**src/rtl/add16_seq.sv**
```systemverilog
// Sequencer for the shared 16-bit adder: runs ADD HL,rr / ADD SP,e8 / LD HL,SP+e8 / INC-DEC rr
// through their internal M-cycles and issues one write-back and flag-update pulse per instruction.
module add16_seq (
  input  logic        clk,
  input  logic        reset,
  input  logic        m_tick,
  input  logic        start,
  input  logic [1:0]  op,
  input  logic        dec,
  input  logic [1:0]  rr_sel,
  input  logic [15:0] rr_val,
  input  logic [15:0] hl_val,
  input  logic [15:0] sp_val,
  input  logic [7:0]  e8,
  output logic [15:0] add_a,
  output logic [15:0] add_b,
  output logic        add_control,
  input  logic [15:0] add_y,
  input  logic [3:0]  add_f,
  output logic        busy,
  output logic        done,
  output logic        wb_en,
  output logic [1:0]  wb_dst,
  output logic [15:0] wb_data,
  output logic [3:0]  flags_we,
  output logic [3:0]  flags
);

  localparam int unsigned DATA_W = 16;
  localparam int unsigned IMM_W  = 8;
  localparam int unsigned SEL_W  = 2;
  localparam int unsigned FLAG_W = 4;

  localparam logic [1:0] OP_ADD_HL_RR  = 2'b00;
  localparam logic [1:0] OP_ADD_SP_E8  = 2'b01;
  localparam logic [1:0] OP_LD_HL_SPE8 = 2'b10;
  localparam logic [1:0] OP_INCDEC     = 2'b11;

  localparam logic [SEL_W-1:0] SEL_HL = SEL_W'(2);
  localparam logic [SEL_W-1:0] SEL_SP = SEL_W'(3);

  typedef enum logic [1:0] {
    ST_IDLE = 2'b00,
    ST_EXEC = 2'b01,
    ST_HOLD = 2'b10,
    ST_DONE = 2'b11
  } state_t;

  state_t               r_state;
  state_t               w_state_nxt;
  logic                 w_accept;
  logic                 w_capture;
  logic [FLAG_W-1:0]    w_flags_we_nxt;

  logic [1:0]           r_op;
  logic [DATA_W-1:0]    r_a;
  logic [DATA_W-1:0]    r_b;
  logic [SEL_W-1:0]     r_dst;
  logic                 r_add_control;
  logic [DATA_W-1:0]    r_wb_data;
  logic [SEL_W-1:0]     r_wb_dst;
  logic [FLAG_W-1:0]    r_flags;
  logic [FLAG_W-1:0]    r_flags_we;
  logic                 r_busy;
  logic                 r_done;

  logic [DATA_W-1:0]    w_sext_e8;
  logic [DATA_W-1:0]    w_a_nxt;
  logic [DATA_W-1:0]    w_b_nxt;
  logic [SEL_W-1:0]     w_dst_nxt;
  logic                 w_ctl_nxt;
  logic                 w_unused_f;

  // Adder only reports H and C; the upper flag bits are don't-care.
  assign w_unused_f = ^add_f[FLAG_W-1:2];

  // State register
  always_ff @(posedge clk) begin
    if (reset) r_state <= ST_IDLE;
    else       r_state <= w_state_nxt;
  end

  // Next-state, accept/capture strobes and the flag write mask for the DONE cycle
  always_comb begin
    w_state_nxt    = r_state;
    w_accept       = 1'b0;
    w_capture      = 1'b0;
    w_flags_we_nxt = '0;
    unique case (r_state)
      ST_IDLE: begin
        if (start) begin
          w_accept    = 1'b1;
          w_state_nxt = ST_EXEC;
        end
      end
      ST_EXEC: begin
        if (m_tick) begin
          w_capture   = 1'b1;
          w_state_nxt = (r_op == OP_ADD_SP_E8) ? ST_HOLD : ST_DONE;
        end
      end
      ST_HOLD: begin
        if (m_tick) w_state_nxt = ST_DONE;
      end
      ST_DONE: w_state_nxt = ST_IDLE;
      default: w_state_nxt = ST_IDLE;
    endcase
    if (w_state_nxt == ST_DONE) begin
      unique case (r_op)
        OP_ADD_HL_RR:  w_flags_we_nxt = 4'b0111;
        OP_ADD_SP_E8:  w_flags_we_nxt = 4'b1111;
        OP_LD_HL_SPE8: w_flags_we_nxt = 4'b1111;
        default:       w_flags_we_nxt = 4'b0000;
      endcase
    end
  end

  // Operand selection for the instruction being accepted
  always_comb begin
    w_sext_e8 = {{(DATA_W-IMM_W){e8[IMM_W-1]}}, e8};
    w_a_nxt   = hl_val;
    w_b_nxt   = rr_val;
    w_dst_nxt = SEL_HL;
    w_ctl_nxt = 1'b1;
    unique case (op)
      OP_ADD_HL_RR: begin
        w_a_nxt   = hl_val;
        w_b_nxt   = rr_val;
        w_dst_nxt = SEL_HL;
        w_ctl_nxt = 1'b1;
      end
      OP_ADD_SP_E8: begin
        w_a_nxt   = sp_val;
        w_b_nxt   = w_sext_e8;
        w_dst_nxt = SEL_SP;
        w_ctl_nxt = 1'b0;
      end
      OP_LD_HL_SPE8: begin
        w_a_nxt   = sp_val;
        w_b_nxt   = w_sext_e8;
        w_dst_nxt = SEL_HL;
        w_ctl_nxt = 1'b0;
      end
      default: begin
        w_a_nxt   = rr_val;
        w_b_nxt   = dec ? {DATA_W{1'b1}} : DATA_W'(1);
        w_dst_nxt = rr_sel;
        w_ctl_nxt = 1'b1;
      end
    endcase
  end

  // Operand latch, result capture and registered status/pulse outputs
  always_ff @(posedge clk) begin
    if (reset) begin
      r_op          <= OP_ADD_HL_RR;
      r_a           <= '0;
      r_b           <= '0;
      r_dst         <= '0;
      r_add_control <= 1'b1;
      r_wb_data     <= '0;
      r_wb_dst      <= '0;
      r_flags       <= '0;
      r_flags_we    <= '0;
      r_busy        <= 1'b0;
      r_done        <= 1'b0;
    end else begin
      r_busy     <= (w_state_nxt != ST_IDLE);
      r_done     <= (w_state_nxt == ST_DONE);
      r_flags_we <= w_flags_we_nxt;
      if (w_accept) begin
        r_op          <= op;
        r_a           <= w_a_nxt;
        r_b           <= w_b_nxt;
        r_dst         <= w_dst_nxt;
        r_add_control <= w_ctl_nxt;
      end
      if (w_capture) begin
        r_wb_data <= add_y;
        r_wb_dst  <= r_dst;
        r_flags   <= {2'b00, add_f[1:0]};
      end
    end
  end

  assign add_a       = r_a;
  assign add_b       = r_b;
  assign add_control = r_add_control;
  assign busy        = r_busy;
  assign done        = r_done;
  assign wb_en       = r_done;
  assign wb_dst      = r_wb_dst;
  assign wb_data     = r_wb_data;
  assign flags_we    = r_flags_we;
  assign flags       = r_flags;

endmodule

```
**config.mk**
```make
export PLATFORM = sky130hd
export DESIGN_NAME = add16_seq
export DESIGN_NICKNAME = d
export VERILOG_FILES = /design/src/rtl/add16_seq.sv
export SDC_FILE = /design/constraint.sdc
export NUM_CORES = 1
export LEC_CHECK = 0
export CORE_ASPECT_RATIO = 1.4
export CORE_UTILIZATION = 30
export DETAILED_ROUTE_END_ITERATION = 10
export DONT_BUFFER_PORTS = 1
export GPL_ROUTABILITY_DRIVEN = 0
export PLACE_DENSITY_LB_ADDON = 0.2
export RECOVER_POWER = 50
export SYNTH_ARGS = -nofsm -noshare
export SYNTH_HDL_FRONTEND = slang
export SYNTH_SLANG_ARGS = --single-unit
```
**constraint.sdc**
```tcl
create_clock -name clk -period 2.1 [get_ports clk]
set_clock_uncertainty 0.2 [all_clocks]
set_input_delay 0.105 -clock clk [delete_from_list [all_inputs] [get_ports clk]]
set_output_delay 0.105 -clock clk [all_outputs]
set_load 0.02 [all_outputs]
```
After elaboration in Yosys (flattened, before gate mapping)
Index checks and enable logic that the tools add are counted. Widths: inputs -> output; s select.

Memories: 0. Bits in registers: 65. Latch bits: 0. Bits in read-only memories: 0. Output and inout bits: 62. Word-level logic and storage cells: 44. Memory bits (writable): 0. Input port bits: 85.

Reductions and logical operators: 8. Muxes and demuxes: 15. Add/subtract/negate cells: 0. Order comparisons: 0. Bitwise operators: 1. $mul: 0. Shifts and indexed selects: 0. Eq/ne operators: 8. Div/mod/pow operators: 0.

Operator list (number): $pmux 16 s2 (2); $mux 16 (1); $eq 2x2->1 const B (5); $pmux 2 s4 (1); $pmux 4 s2 (1); $reduce_or 2->1 (4); $eq 2x1->1 const B (3); $logic_not 2->1 (3); $mux 1 (6); $mux 2 (3); $pmux 2 s2 (1); $reduce_bool 2->1 (1); $not 1->1 (1).

Logic depth before layout (Yosys ltp)
Depth in word-level cells: 7. Mapped depth: 7. Mapped depth without buffers: 5.

Least setup slack after synthesis
OpenSTA, ideal clock, no wires.

Path type: register to register. From: register r_state[0]. To: register r_b[6], in the netlist add_b[6]. Path buffers: 1. Period minus slack after synthesis: 1.594 ns. Stages on the path, launching flop included: 5. Arrival time: 1.326 ns. Path slack: 0.506 ns. Data required time: 1.832 ns. Setup time: 0.068 ns. Path through: dfxtp_1 or3b_4 a211o_1 buf_6 o2bb2ai_2.

Cells in the longest elaborated chain, start to end: 2.

RTL lines: start: declaration (RTL line 49) `state_t r_state;`; start signal: assignment (RTL line 80) `else r_state <= w_state_nxt;`; $logic_not 2->1 (RTL line 89) `unique case (r_state)`; $mux 1 (RTL line 89); end signal: assignment (RTL line 174) `r_b <= w_b_nxt;`; end: declaration (RTL line 57) `logic [DATA_W-1:0] r_b;`.

Every way passes these cells. A chain may end at the register's enable or synchronous reset.

Worst setup path in the final report
From: register r_state[0]. To: register r_a[2], in the netlist add_a[2].

Cells in the longest elaborated chain, start to end: 2.

RTL lines: $logic_not 2->1 (RTL line 89); $mux 1 (RTL line 89); end signal: assignment (RTL line 173) `r_a <= w_a_nxt;`; end: declaration (RTL line 56) `logic [DATA_W-1:0] r_a;`.

Every way passes these cells.

==> run summary <==
vias per cell: 5.183
routed len/inst: 15.84 um
Synth Warn #: 0
first-pass GRT wire length: 11,960 um
post-synthesis sequential area ratio: 45.96%
TritonCTS buffer count: 9
post-DP HPWL: 4867 um
kind of critical path: flop to flop
min cycle time layout: 1.995 ns
diodes inserted: 0
fmax: 501.3 MHz
# IOs: 147
CP Max Fanout: 21
H-tree levels: 3
CP arrival: 2.01 ns
cell taking the most area after synthesis: dfxtp_1
P&R area growth vs syn: 38.99%
Cell Pwr Density: 907.3 mW/mm2
Worst EP required: 2.11 ns
max cap viols: 0
DR pass1 iterations: 6
synthesized flop and latch total: 63
Hold/Removal Path Class: primary input to flop
Finish-stage setup viols: 0
die width: 82.83 um
Reg area: 0.001261 mm2
Least-Margin Pin Slew: 0.7433 ns
synth unique cells: 30
via count: 2,467
number of setup buffers added after CTS: 0
Initial Util: 31.51%
1st-iter DRT viols: 66
run status: completed
Fin. Hold Viols: 0
multi-input logic area: 0.001323 mm2
Synth top area share: 45.96%
antenna violations before repair: 0
syn_area_per_cell: 8.794 um2
Post-DRT Antenna Nets: 0
insertion delay to the later sink of the worst-skew pair: 0.32 ns
Max clock buf depth: 2
clock root buffer master: clkbuf_16
fin crit share: 94.99%
Chip Height: 115.2 um
ys async rst share: 0%
Cell Chain, Critical Path: or3b_4 -> buf_6 -> nand2_1 -> a21oi_1 -> dlygate4sd3_1
Reg-to-Reg Start: r_state[0]
setup TNS: 0 ns
Rows: 40
largest cells by area after synthesis: dfxtp_1, a21oi_1, nand2_1
endpoint class of the critical path: flop
leakage: 1.398 nW
EDFF count, synth: 0
vias in the first global route: 2,361
CTS clk-pin slew, worst paths: 0.05 ns
FILL cells: 872
cells after synthesis: 312
IO buf count: 0
fin. max-slew vios: 0
gr ovfl total: 0
residual DRC count: 0
share of cells above drive strength 1: 9.704%
die area: 0.009538 mm2
synthesized area: 0.002744 mm2
fin nets: 456
Slew HR: 50.44%
CTS tree: done
Worst Min Path Start: op[0]
design area: 0.003814 mm2
unrepaired setup endpoints after global routing: no
CP max stage cell: dlygate4sd3_1
Critical Path Start: r_state[0]
core footprint: 0.008708 mm2
clock tree sinks: 63
peak supply drop: 0.4406 mV
CP peak stage delay: 0.55 ns
final wirelength: 7540 um
Placed Area: 0.002843 mm2
largest net degree at the start of global routing: 47
critical path launch point type: flop
main flop type after synthesis: dfxtp_1
GRT Util Overall: 15.90%
==> area by class of cell <==
cell class                 count  share of cell area, %
clock buffer                  12                  6.201
clock inverter                 4                  1.837
inverter                       6                 0.5906
multi-input combinational    212                  34.68
sequential                    63                  33.07
tap                          105                  3.445
timing repair buffer          74                  20.18
==> cell usage in the layout (no fill, tap or decap) <==
cell	synthesis	routed
buf_4	5	5
o2bb2ai_2	10	10
buf_6	1	1
a221oi_1	7	7
clkbuf_1	24	3
and3b_1	1	1
a211o_1	3	3
bufinv_16	0	2
or3b_1	1	1
mux2i_1	1	1
clkinv_2	0	2
nand2_1	60	60
ha_1	5	5
conb_1	1	2
nand3_1	16	16
a211oi_1	3	3
dlygate4sd3_1	0	64
or3b_4	1	1
nor3b_1	1	1
o2bb2ai_1	5	5
nor3b_4	0	1
a21oi_1	48	48
clkbuf_16	0	9
nand2b_1	18	18
dfxtp_1	63	63
nor3_1	2	2
inv_1	6	6
buf_12	0	4
nor2_1	7	7
nand3b_1	1	1
or2_2	1	1
a21o_1	2	2
a221o_1	16	16
==> metal layers <==
metal	up-vias	GRT usage, %	part of all wire [%]
li1	1209	-	-
met1	1126	17.40	40
met2	119	27.98	50
met3	13	4.092	8.3
met4	0	9.080	2.5
met5	-	0	0
==> metrics by stage <==
step	worst slack (ns)	cells	util [%]	total power, mW	hold WS [ns]
after floorplan	0.5056	313	-	1.728	0.04097
after global placement	0.2788	395	32.64	1.807	-0.01809
after detailed placement	0.2253	395	32.64	1.810	-0.01752
after CTS	0.05675	476	43.75	3.513	0.003529
after global routing	0.03943	476	43.79	3.609	0.04868
final	0.1053	476	43.79	3.460	0.01816
==> registers in the layout, indices dropped and copies added (netlist names) <==
signal,cells
busy,1
flags_we,2
wb_dst,2
add_a,16
add_b,16
r_state,2
r_op,2
done,1
flags,2
add_control,1
r_dst,2
wb_data,16
==> kinds of logic after synthesis <==
family | share of synthesized area, %
AND/OR/NAND/NOR | 18.83
multiplexers | 0.3648
buffers and inverters | 6.201
AO/OA/AOI/OAI | 26.22
flip-flops | 45.96
adder cells (fa/ha/maj) | 2.280
other | 0.1367
==> worst paths after layout <==
kind	depth (start not counted)	end	slack (ns)
hold reg to reg	2	wb_dst[0]	0.26
hold / removal	3	r_dst[0]	0.02
setup reg to reg	5	add_a[2]	0.11
setup / recovery	5	add_a[2]	0.11
==> worst max-delay path, delay by kind of cell, from the launching register on <==
kind	cells	cell delay (ns)
buffers and inverters	2	0.73
and+or+nand+nor	2	0.51
DFF	1	0.38
AOI/OAI and AO/OA	1	0.06
==> synthesized netlist by cell type (all sizes together), types with 3 or more instances <==
library cell  number
ha                 5
clkbuf            24
a211oi             3
a211o              3
a21oi             48
nand2b            18
inv                6
a221o             16
buf                8
o2bb2ai           15
nor2               7
dfxtp             63
nand3             16
nand2             60
a221oi             7
==> where the power goes <==
part           switching (mW)  total, mW  internal (mW)
clock network           0.511       1.55           1.04
logic                   0.223      0.471          0.248
registers               0.161       1.44           1.28
==> repair_timing <==
item	in CTS	in global routing
hold buffers	65	0
gates resized for setup	0	1
setup endpoints to repair	0	1
endpoints found under the hold margin	63	0
Power figures use the tool's default switching activity.
